[src/rtl/digit_entry_pkg.sv]
// digit_entry_pkg: shared types and constants for the decimal entry block.
//   state_t  - converter state (IDLE, CONV, FIN)
//   BCD_MAX  - largest legal decimal digit
//   clog2w() - bit width needed to index n items (never less than 1)
package digit_entry_pkg;

  typedef enum logic [1:0] {
    IDLE,
    CONV,
    FIN
  } state_t;

  localparam logic [3:0] BCD_MAX = 4'd9;

  function automatic int clog2w(input int n);
    int w;
    w = 1;
    while ((1 << w) < n) w++;
    return w;
  endfunction

endpackage

[src/rtl/bcd2bin_serial.sv]
// bcd2bin_serial: serial BCD to binary converter, one digit per cycle, MSD first.
// Ports:
//   clk    in   clock, rising edge
//   rst_n  in   synchronous reset, active-low; aborts a conversion without done
//   start  in   begin a conversion (honoured only while idle)
//   bcd    in   packed BCD digits, digit 0 in bits [3:0]; must stay stable while busy
//   busy   out  high in CONV and FIN
//   done   out  one-cycle pulse when value has just been updated
//   value  out  binary result of the last completed conversion
module bcd2bin_serial
  import digit_entry_pkg::*;
#(
  parameter int DIGITS = 6,
  parameter int BIN_W  = 20
) (
  input  logic                clk,
  input  logic                rst_n,
  input  logic                start,
  input  logic [4*DIGITS-1:0] bcd,
  output logic                busy,
  output logic                done,
  output logic [BIN_W-1:0]    value
);

  localparam int IDX_W = clog2w(DIGITS);
  localparam logic [IDX_W-1:0] IDX_TOP = IDX_W'(DIGITS - 1);

  state_t           state;
  logic [BIN_W-1:0] acc;
  logic [IDX_W-1:0] idx;
  logic [3:0]       digit;

  // acc*10 + d, with the multiply built from two shifts
  function automatic logic [BIN_W-1:0] mac10(input logic [BIN_W-1:0] a,
                                             input logic [3:0]       d);
    return (a << 3) + (a << 1) + BIN_W'(d);
  endfunction

  assign digit = bcd[{idx, 2'b00} +: 4];

  // Control: state, busy, done, value
  always_ff @(posedge clk) begin
    if (!rst_n) begin
      state <= IDLE;
      busy  <= 1'b0;
      done  <= 1'b0;
      value <= '0;
    end else begin
      done <= 1'b0;
      unique case (state)
        IDLE: begin
          if (start) begin
            state <= CONV;
            busy  <= 1'b1;
          end
        end
        CONV: begin
          if (idx == '0) state <= FIN;
        end
        FIN: begin
          state <= IDLE;
          busy  <= 1'b0;
          done  <= 1'b1;
          value <= acc;
        end
        default: begin
          state <= IDLE;
          busy  <= 1'b0;
        end
      endcase
    end
  end

  // Datapath: accumulator and digit index. They are re-primed on every idle
  // cycle, so the accumulator is already clear when CONV begins and an
  // aborted conversion leaves nothing behind.
  always_ff @(posedge clk) begin
    if (state == IDLE) begin
      acc <= '0;
      idx <= IDX_TOP;
    end else if (state == CONV) begin
      acc <= mac10(acc, digit);
      idx <= idx - 1'b1;
    end
  end

endmodule

[src/rtl/digit_entry.sv]
// digit_entry: editable DIGITS-digit decimal entry with serial BCD->binary
// conversion for the factorization core.
// Ports:
//   CLK       in   system clock, rising edge
//   RST       in   synchronous reset, active-low
//   SEL_NEXT  in   pulse: cursor one digit toward MSD (wraps to 0)
//   SEL_PREV  in   pulse: cursor one digit toward LSD (wraps to DIGITS-1)
//   INC/DEC   in   pulse: step digit at cursor, 9<->0 wrap, no carry/borrow
//   CLR       in   pulse: all digits and cursor to 0
//   ENTER     in   pulse: start conversion
//   BCD       out  packed digits, digit 0 in [3:0]
//   CURSOR    out  cursor index, 0 = LSD
//   BLANK     out  per-digit blank request (1 = blank)
//   BUSY      out  conversion in progress
//   DONE      out  one-cycle pulse, VALUE just updated
//   VALUE     out  binary result of last conversion
// Build option: define DIGIT_ENTRY_BLINK_EN to blink the digit under the
// cursor with a BLINK_DIV-cycle half period; otherwise BLANK is constant 0.
module digit_entry
  import digit_entry_pkg::*;
#(
  parameter int DIGITS    = 6,
  parameter int BIN_W     = 20,
  parameter int BLINK_DIV = 25_000_000
) (
  input  logic                        CLK,
  input  logic                        RST,
  input  logic                        SEL_NEXT,
  input  logic                        SEL_PREV,
  input  logic                        INC,
  input  logic                        DEC,
  input  logic                        CLR,
  input  logic                        ENTER,
  output logic [4*DIGITS-1:0]         BCD,
  output logic [clog2w(DIGITS)-1:0]   CURSOR,
  output logic [DIGITS-1:0]           BLANK,
  output logic                        BUSY,
  output logic                        DONE,
  output logic [BIN_W-1:0]            VALUE
);

  localparam int CUR_W = clog2w(DIGITS);
  localparam logic [CUR_W-1:0] CUR_TOP = CUR_W'(DIGITS - 1);

  logic [DIGITS-1:0][3:0] digits;
  logic [CUR_W-1:0]       cursor;
  logic                   idle;
  logic                   enter_req;
  logic                   start;

  function automatic logic [3:0] digit_inc(input logic [3:0] d);
    return (d >= BCD_MAX) ? 4'd0 : d + 4'd1;
  endfunction

  function automatic logic [3:0] digit_dec(input logic [3:0] d);
    return (d == 4'd0) ? BCD_MAX : d - 4'd1;
  endfunction

  // BUSY spans CONV and FIN. The DONE cycle is already idle for editing, but
  // an ENTER landing there is dropped so the result pulse is never overlapped.
  assign idle      = !BUSY;
  assign enter_req = ENTER && !DONE;
  assign start     = idle && enter_req && !CLR;

  // Edit state: priority CLR > ENTER > SEL > INC/DEC, one action per cycle
  always_ff @(posedge CLK) begin
    if (!RST) begin
      digits <= '0;
      cursor <= '0;
    end else if (idle) begin
      if (CLR) begin
        digits <= '0;
        cursor <= '0;
      end else if (!enter_req) begin
        if (SEL_NEXT || SEL_PREV) begin
          if (SEL_NEXT && !SEL_PREV)
            cursor <= (cursor == CUR_TOP) ? '0 : cursor + 1'b1;
          else if (SEL_PREV && !SEL_NEXT)
            cursor <= (cursor == '0) ? CUR_TOP : cursor - 1'b1;
        end else if (INC && !DEC) begin
          digits[cursor] <= digit_inc(digits[cursor]);
        end else if (DEC && !INC) begin
          digits[cursor] <= digit_dec(digits[cursor]);
        end
      end
    end
  end

  assign BCD    = digits;
  assign CURSOR = cursor;

  bcd2bin_serial #(
    .DIGITS (DIGITS),
    .BIN_W  (BIN_W)
  ) u_conv (
    .clk   (CLK),
    .rst_n (RST),
    .start (start),
    .bcd   (BCD),
    .busy  (BUSY),
    .done  (DONE),
    .value (VALUE)
  );

`ifdef DIGIT_ENTRY_BLINK_EN
  localparam int DIV_W = clog2w(BLINK_DIV);
  localparam logic [DIV_W-1:0] DIV_TOP = DIV_W'(BLINK_DIV - 1);

  logic [DIV_W-1:0] div_cnt;
  logic             phase;
  logic             edit;

  // Any button press while idle restarts the blink with the digit visible
  assign edit = idle && (CLR || ENTER || SEL_NEXT || SEL_PREV || INC || DEC);

  always_ff @(posedge CLK) begin
    if (!RST || BUSY || edit) begin
      div_cnt <= '0;
      phase   <= 1'b0;
    end else if (div_cnt == DIV_TOP) begin
      div_cnt <= '0;
      phase   <= ~phase;
    end else begin
      div_cnt <= div_cnt + 1'b1;
    end
  end

  always_comb begin
    BLANK = '0;
    if (idle) BLANK[cursor] = phase;
  end
`else
  // No blinking: BLANK is tied low (a non-positive divider setting, which
  // is meaningless, blanks the whole display instead)
  assign BLANK = {DIGITS{BLINK_DIV < 1}};
`endif

endmodule

[config.mk]
export PLATFORM = sky130hd
export DESIGN_NAME = digit_entry
export DESIGN_NICKNAME = d
export VERILOG_FILES = /design/src/rtl/digit_entry_pkg.sv /design/src/rtl/bcd2bin_serial.sv /design/src/rtl/digit_entry.sv
export SDC_FILE = /design/constraint.sdc
export NUM_CORES = 1
export LEC_CHECK = 0
export CORE_UTILIZATION = 60
export DETAILED_ROUTE_END_ITERATION = 12
export GPL_ROUTABILITY_DRIVEN = 1
export GPL_TIMING_DRIVEN = 0
export PLACE_DENSITY = 0.91
export SLEW_MARGIN = 20
export SYNTH_ARGS = -nofsm -noshare
export SYNTH_HDL_FRONTEND = slang
export SYNTH_SLANG_ARGS = --single-unit
[constraint.sdc]
create_clock -name CLK -period 6.75 [get_ports CLK]
set_input_delay 1.35 -clock CLK [delete_from_list [all_inputs] [get_ports CLK]]
set_output_delay 1.35 -clock CLK [all_outputs]
set_load 0.02 [all_outputs]
### Word-level counts from Yosys, hierarchy flattened

Index checks and enable logic that the tools add are counted.

| word-level totals | value |
|---|---|
| register bits | 74 |
| logic and storage cells | 86 |

| operators by class | value |
|---|---|
| $lt $le $gt $ge | 3 |
| $add $sub $neg | 7 |
| bitwise operators | 2 |
| reductions and logical operators | 27 |
| mux-type cells | 26 |
| shifts and indexed selects | 1 |
| eq/ne operators | 7 |

Operators with widths:

| kind | count |
|---|---|
| 24-bit two-way mux | 5 |
| 24-bit bitwise mux | 2 |
| 24-bit by 6-bit indexed part select with 4-bit output | 1 |
| 3-bit two-way mux | 7 |
| 20-bit adder | 1 |
| 20-bit by 4-bit adder with 20-bit output | 1 |
| 4-bit two-way mux | 4 |
| 4-bit binary-select mux with 3-bit select | 1 |
| 4-bit demux with 3-bit select | 1 |
| 1-bit logical AND | 8 |
| 4-bit AND reduction | 2 |
| 1-bit logical NOT | 7 |
| 3-bit logical NOT | 2 |
| 2-bit inequality test (second input constant) | 3 |
| 3-bit nonzero test | 2 |
| 3-bit by 1-bit subtractor with 3-bit output (second input constant) | 2 |
| 4-bit by 1-bit adder with 4-bit output (second input constant) | 1 |
| 4-bit >= comparator (second input constant) | 1 |
| 4-bit logical NOT | 1 |
| 3-bit by 4-bit < comparator with 1-bit output (second input constant) | 1 |
| 2-bit two-way mux | 2 |
| 2-bit case mux with 2 select lines | 1 |
| 2-bit AND reduction | 2 |
| 4-bit by 1-bit subtractor with 4-bit output (second input constant) | 1 |
| 12 further kinds | 14 |

### Longest topological paths before layout

Gate-level depths: netlist of run 1.

| logic depth | value |
|---|---|
| word-level depth | 10 |
| mapped depth | 14 |

### By module

A second synthesis of run 1 with hierarchy kept.

| unflattened totals | value |
|---|---|
| cells, all modules | 501 |
| area total of the unflattened synthesis | 4508.1 µm² |

Modules (own cells, without submodules):

| module | sequential area each (µm²) | cells an instance | area each (µm²) | instances |
|---|---|---|---|---|
| bcd2bin_serial | 940.9 | 292 | 2834.0 | 1 |
| digit_entry | 540.5 | 209 | 1674.1 | 1 |

### Least setup slack after synthesis of run 1

Ideal clock, no wire load.

| timing path | value |
|---|---|
| kind | register to register |
| start point | reg u_conv.idx[0] |
| end point | reg u_conv.acc[14] |
| library setup time | 122 ps |
| arrival time | 3316 ps |
| stages on the path, launching flop included | 14 |
| data required time | 6628 ps |
| path slack | 3312 ps |
| path through | dfxtp_1 > buf_2 > mux4_2 > inv_1 > o22ai_1 > fa_1 > inv_1 > fa_1 > nand2b_1 > a21oi_1 > o21ai_1 > a21bo_2 > o2111a_1 > a221o_1 |

| between the ends | value |
|---|---|
| word-level cells in the longest chain between the ends | 2 |

Ends and longest elaborated chain:

| element | RTL line | text |
|---|---|---|
| from (decl) | bcd2bin_serial.sv:30 | `logic [IDX_W-1:0] idx;` |
| from (signal assigned) | bcd2bin_serial.sv:83 | `idx <= idx - 1'b1;` |
| 24-bit by 6-bit indexed part select with 4-bit output | bcd2bin_serial.sv:39 | `assign digit = bcd[{idx, 2'b00} +: 4];` |
| 20-bit by 4-bit adder with 20-bit output | bcd2bin_serial.sv:36 | `return (a << 3) + (a << 1) + BIN_W'(d);` |
| to (signal assigned) | bcd2bin_serial.sv:82 | `acc <= mac10(acc, digit);` |
| to (decl) | bcd2bin_serial.sv:29 | `logic [BIN_W-1:0] acc;` |

No other way between the ends.
A chain may end at the register's enable or synchronous reset.

### Final worst setup path of run 1

Same ends and word-level chain as after synthesis.

==> flow_summary.ini, run 1 <==
[cells_and_area]
postLayoutCellArea_um2 = 5460
nets = 618
antennaDiodeCount = 0
drive_gt1_frac = 0.0909
syn_to_final_growth_pct = 20.9
fill_cells = 533
multi_input_area_um2 = 2840
regArea_um2 = 1480

[synthesis]
synth_ff_type = dfxtp_1
syn_area_um2 = 4520
synthCells = 496
synth.distinct_cells = 69
ys.warnings.count = 0
synth_edf_count = 0
ys_ff_latch = 74
synthArstFlopShare = 0
synth_area_per_cell_um2 = 9.11
synth_seq_area_share = 0.328

[cts]
cts_setup_buffers = 0
cts_buffer_depth = 2
cts_buffers = 9
cts_tree = built
ctsHoldBuffers = 0
cts_root_buf = clkbuf_8
cts.sinks = 74
cts_resized = 0
insertion_delay_ns = 0.35
htreeDepth = 3
clk_pin_slew_ns = 0.08

[worst_setup_path]
path_cells = buf_2 -> mux4_2 -> inv_1 -> o22ai_1 -> fa_1 -> inv_1 -> fa_1 -> nand2b_1 -> a21oi_1 -> o21ai_1 -> a21bo_2 -> o2111a_1 -> a221o_1
critPathKind = flop to flop
crit_path_end_kind = flop
slowest_stage = mux4_2
regToRegSetupSlack_ns = 2.94
startpoint_type = flop
crit_fanout = 10
reg2reg_depth = 13
cp.required_ns = 6.99
critPathMaxStageDelay_ns = 0.57
arrival_ns = 4.04

[power_and_ir_drop]
ir_worst_vdd_mv = 0.0857
p_total_mw = 0.960
p_per_area_nw_per_um2 = 176
p_leak_nw = 2.22

[drt]
wl_um = 11700
vias = 4231
routed_via_density = 6.31
ant_nets = 0
drt_iter0_drc = 251
avgRoutedWirePerCell_um = 17.4
drtPass1Iterations = 4
drc = 0

[die]
die_width_um = 88.8
ios = 63
die_area_um2 = 7880
core_area_um2 = 7250
die_y_um = 88.8
start_util = 0.623
row_count = 31

[timing]
grt_setup_unrepaired = false
whs_ns = 0.480
period_share = 0.564
worst_slew_pin_slew_ns = 0.560
setup_viol = 0
period_minus_slack_ns = 3.81
fin_setup_tns_ns = 0
fin_skew_ns = 0.00811
max_slew_margin = 0.627
drv_slew = 0
max_clock_freq_mhz = 263
hold_viol = 0

[grt]
grt_pass1_vias = 4081
grt_use_total = 0.314
grt_max_degree = 13
grt_overflow_total = 0
grt_antenna_before_repair = 0
grt_pass1_wl_um = 19100

[flow_run]
maxCapViolations = 0

[placement]
gp_congestion = 0.978
portBuffers = 56
hpwl_um = 8680
dpl_cell_area_um2 = 5220

[min_path]
hold_path.class = flop to flop
worstHoldPathCells = 1

[outcome]
status = completed
[cell usage in the layout, fill, tap and decap left out, types with 5 or more instances in the layout]
master | synthesis | routed
nor2b_1 | 5 | 5
nand3_1 | 14 | 14
o21a_1 | 10 | 10
clkdlybuf4s50_1 | 0 | 56
o31ai_1 | 6 | 6
clkbuf_1 | 12 | 12
a21o_1 | 5 | 5
nor3_1 | 7 | 7
inv_1 | 17 | 17
conb_1 | 1 | 6
o21ai_1 | 11 | 11
a21oi_1 | 20 | 20
o22ai_1 | 6 | 6
mux2i_1 | 15 | 15
nand2b_1 | 12 | 12
clkbuf_8 | 0 | 10
and3_1 | 8 | 8
o21ai_0 | 27 | 27
a32o_1 | 6 | 6
buf_4 | 7 | 7
a22o_1 | 28 | 28
buf_2 | 5 | 5
a211oi_1 | 6 | 6
nand2_1 | 43 | 43
ha_1 | 40 | 40
nor2_1 | 29 | 29
dfxtp_1 | 74 | 74
xnor2_1 | 9 | 9
[registers in the layout (all words and copies together) (netlist names)]
name and cells:
u_conv.done 1, BCD 24, u_conv.value 20, u_conv.idx 3
CURSOR 3, u_conv.busy 1, u_conv.state 2, u_conv.acc 20
[routing by layer]
metal  vias to the layer above  GRT usage  routed length, um
met5                         -          0                  0
met4                         0      0.136                338
met3                        36     0.0634                644
met2                       159      0.557               5900
met1                      2035      0.368               4800
li1                       2001          -                  -
[metrics by stage]
stage	utilization	setup slack (ns)	instances
after floorplan	-	3.31	501
after global placement	0.720	3.04	656
final	0.753	2.94	671
after global routing	0.753	2.71	671
after detailed placement	0.720	3.00	656
after CTS	0.753	2.95	671
[path summary, 6_finish.rpt]
path | to | startpoint
max | u_conv.acc[14]$_SDFFE_PP0P_ | u_conv.idx[0]$_SDFFE_PP1P_
min | u_conv.value[6]$_SDFFE_PN0P_ | u_conv.value[6]$_SDFFE_PN0P_
max reg2reg | u_conv.acc[14]$_SDFFE_PP0P_ | u_conv.idx[0]$_SDFFE_PP1P_
min reg2reg | u_conv.value[6]$_SDFFE_PN0P_ | u_conv.value[6]$_SDFFE_PN0P_
[cells in the mapped netlist, types with 7 or more instances]
cell type	number	area share
nand2_1	43	0.036
nand3_1	14	0.016
a21oi_1	20	0.022
ha_1	40	0.11
buf_4	7	0.012
o21ai_0	27	0.030
a22o_1	28	0.054
nor2_1	29	0.024
nor3_1	7	0.0078
mux2i_1	15	0.033
nand2b_1	12	0.017
o21a_1	10	0.017
and3_1	8	0.011
dfxtp_1	74	0.33
o21ai_1	11	0.012
inv_1	17	0.014
clkbuf_1	12	0.010
xnor2_1	9	0.017
[critical path, delay by kind of cell (launching register included)]
| family | cells | cell delay (ns) |
|---|---|---|
| DFF | 1 | 0.31 |
| adders and majority gates | 2 | 0.95 |
| muxes | 1 | 0.57 |
| AOI/OAI and AO/OA | 6 | 1.22 |
| buffers and inverters | 3 | 0.44 |
| and+or+nand+nor | 1 | 0.19 |
[logic make-up (layout without fill, tap and decap cells)]
family | Yosys count | count (layout) | synth area share
buffers and inverters | 45 | 116 | 0.0479
AOI/OAI and AO/OA | 168 | 168 | 0.278
DFF | 74 | 74 | 0.328
and+or+nand+nor | 136 | 136 | 0.151
xor gates and xnor gates | 10 | 10 | 0.0194
adders and majority gates | 42 | 42 | 0.120
other | 1 | 6 | 0.000830
muxes | 20 | 20 | 0.0557
[power breakdown]
part | switching (mW) | internal [mW] | total, mW
Sequential | 0.00385 | 0.439 | 0.443
Combinational | 0.0600 | 0.0360 | 0.0960
Clock | 0.168 | 0.253 | 0.421
Total | 0.232 | 0.728 | 0.960
[final cells by class]
class,instances,share of cell area
sequential,74,0.271
clock buffer,10,0.0252
buffer,28,0.0279
inverter,17,0.0117
clock inverter,5,0.0188
tap,99,0.0227
timing repair buffer,56,0.103
multi-input combinational,382,0.520
No activity file was read; power rests on OpenSTA's default activity.
==> run 2: changes to the inputs <==
Settings changed: CORE_UTILIZATION 60 to 55, PLACE_DENSITY 0.91 to 0.85.
Clock period 6.75 ns to 3.8 ns, I/O delays scaled along.
==> run 2 against run 1 <==
  * Count of clock-buffer cells in the layout down 1
  * Combinational power up 80%
  * Routed wire length up 2.2%
  * Hold slack worse by 0.0029 ns
  * Critical path type unchanged
==> flow_summary.ini, run 2 (synthesized netlist as in run 1, its figures left out) <==
[outcome]
status = completed

[cells_and_area]
nets = 618
final_common_cell = dfxtp_1
syn_to_final_growth_pct = 20.4
stdcell_count = 674
largest_reg_flops = 24
layout_common_cells = dfxtp_1 (74), clkdlybuf4s50_1 (56), nand2_1 (43), ha_1 (40), nor2_1 (29)
final_util = 0.693
drive_gt1_frac = 0.0927
antennaDiodeCount = 0

[cts]
cts_buffers = 9
cts_buffer_depth = 2
cts_root_buf = clkbuf_8
cts_setup_buffers = 0
htreeDepth = 3
ctsHoldBuffers = 0
cts_tree = built
insertion_delay_ns = 0.36
clk_pin_slew_ns = 0.08
cts_resized = 0
cts.sinks = 74

[timing]
grt_setup_unrepaired = false
drv_slew = 0
hold_viol = 0
fin_setup_tns_ns = 0
fin_skew_ns = 0.0107
period_share = 0.968
worst_slew_pin_slew_ns = 0.588
max_slew_margin = 0.606
setup_viol = 0
max_clock_freq_mhz = 272
period_minus_slack_ns = 3.68

[die]
start_util = 0.576
die_width_um = 92.6
row_count = 32
die_y_um = 92.6
die_area_um2 = 8580
core_area_um2 = 7850
ios = 63

[min_path]
hold_path.class = flop to flop

[drt]
drt_iter0_drc = 251
drc = 0
routed_via_density = 6.23
wl_um = 12000
vias = 4201
ant_nets = 0
drtPass1Iterations = 5
avgRoutedWirePerCell_um = 17.7

[worst_setup_path]
critPathKind = flop to flop
crit_fanout = 10
crit_path_end_kind = flop
cp.required_ns = 4.04
arrival_ns = 3.92
startpoint_type = flop

[grt]
grt_pass1_vias = 4102
grt_pass1_wl_um = 19500
grt_use_total = 0.291
grt_antenna_before_repair = 0
grt_max_degree = 13
grt_overflow_total = 0

[placement]
portBuffers = 56
dp_cells = 659
gp_congestion = 0.949
hpwl_um = 9040

[flow_run]
maxCapViolations = 0

[power_and_ir_drop]
ir_worst_vdd_mv = 0.170
p_total_mw = 1.62
p_leak_nw = 2.21
p_per_area_nw_per_um2 = 298
run 2: cell count changes in the layout (fill, tap and decap cells not counted):
| cell | previous run | this run |
|---|---|---|
| clkbuf_8 | 10 | 9 |
| a21oi_1 | 20 | 19 |
| bufinv_16 | 3 | 2 |
| a21oi_2 | 2 | 3 |
| buf_4 | 7 | 8 |
| buf_2 | 5 | 4 |
| clkinv_2 | 1 | 3 |
run 2: power by group:
part           internal, mW  switching, mW  total (mW)
Sequential            0.781        0.00729       0.788
Combinational        0.0642          0.108       0.173
Clock                 0.362          0.297       0.659
Total                  1.21          0.413        1.62
run 2: worst paths after layout:
path                                start                           end  slack [ns]  cells past startpoint
max            u_conv.idx[0]$_SDFFE_PP1P_   u_conv.acc[16]$_SDFFE_PP0P_        0.12                     13
min          u_conv.value[1]$_SDFFE_PN0P_  u_conv.value[1]$_SDFFE_PN0P_        0.48                      1
max reg2reg    u_conv.idx[0]$_SDFFE_PP1P_   u_conv.acc[16]$_SDFFE_PP0P_        0.12                     13
min reg2reg  u_conv.value[1]$_SDFFE_PN0P_  u_conv.value[1]$_SDFFE_PN0P_        0.48                      1
run 2: stage by stage:
stage                     instance area, um^2  setup slack (ns)  hold WS [ns]
after CTS                                5430            0.0105         0.485
after detailed placement                 5230            0.0418         0.467
after floorplan                          4540             0.362         0.444
final                                    5440             0.123         0.477
after global placement                   5230            0.0864         0.460
after global routing                     5440           0.00960         0.498
run 2: metal layers:
metal / part of all wire / GRT usage / vias to the layer above
met4: 0.045 / 0.153 / 0
met3: 0.059 / 0.0649 / 50
met5: 0 / 0 / -
li1: - / - / 1987
met2: 0.49 / 0.504 / 178
met1: 0.40 / 0.333 / 1986
run 2: critical path, stage by stage (launching register included):
cell	delay, ns
dfxtp_1	0.31
buf_4	0.21
mux4_2	0.53
inv_1	0.07
o22ai_1	0.09
fa_1	0.53
inv_1	0.07
fa_1	0.43
nand2b_1	0.20
a21oi_2	0.17
o21ai_1	0.13
a21bo_2	0.27
o2111a_1	0.27
a221o_1	0.28
run 2: layout make-up:
cell class,count,area (um^2)
clock buffers,9,124
inverters,17,63.8
multi-input cells,382,2840
flip-flops and latches,74,1480
fillers,644,2410
repair buffers,56,561
plain buffers,28,155
clock inverters,6,82.6
well taps,102,128
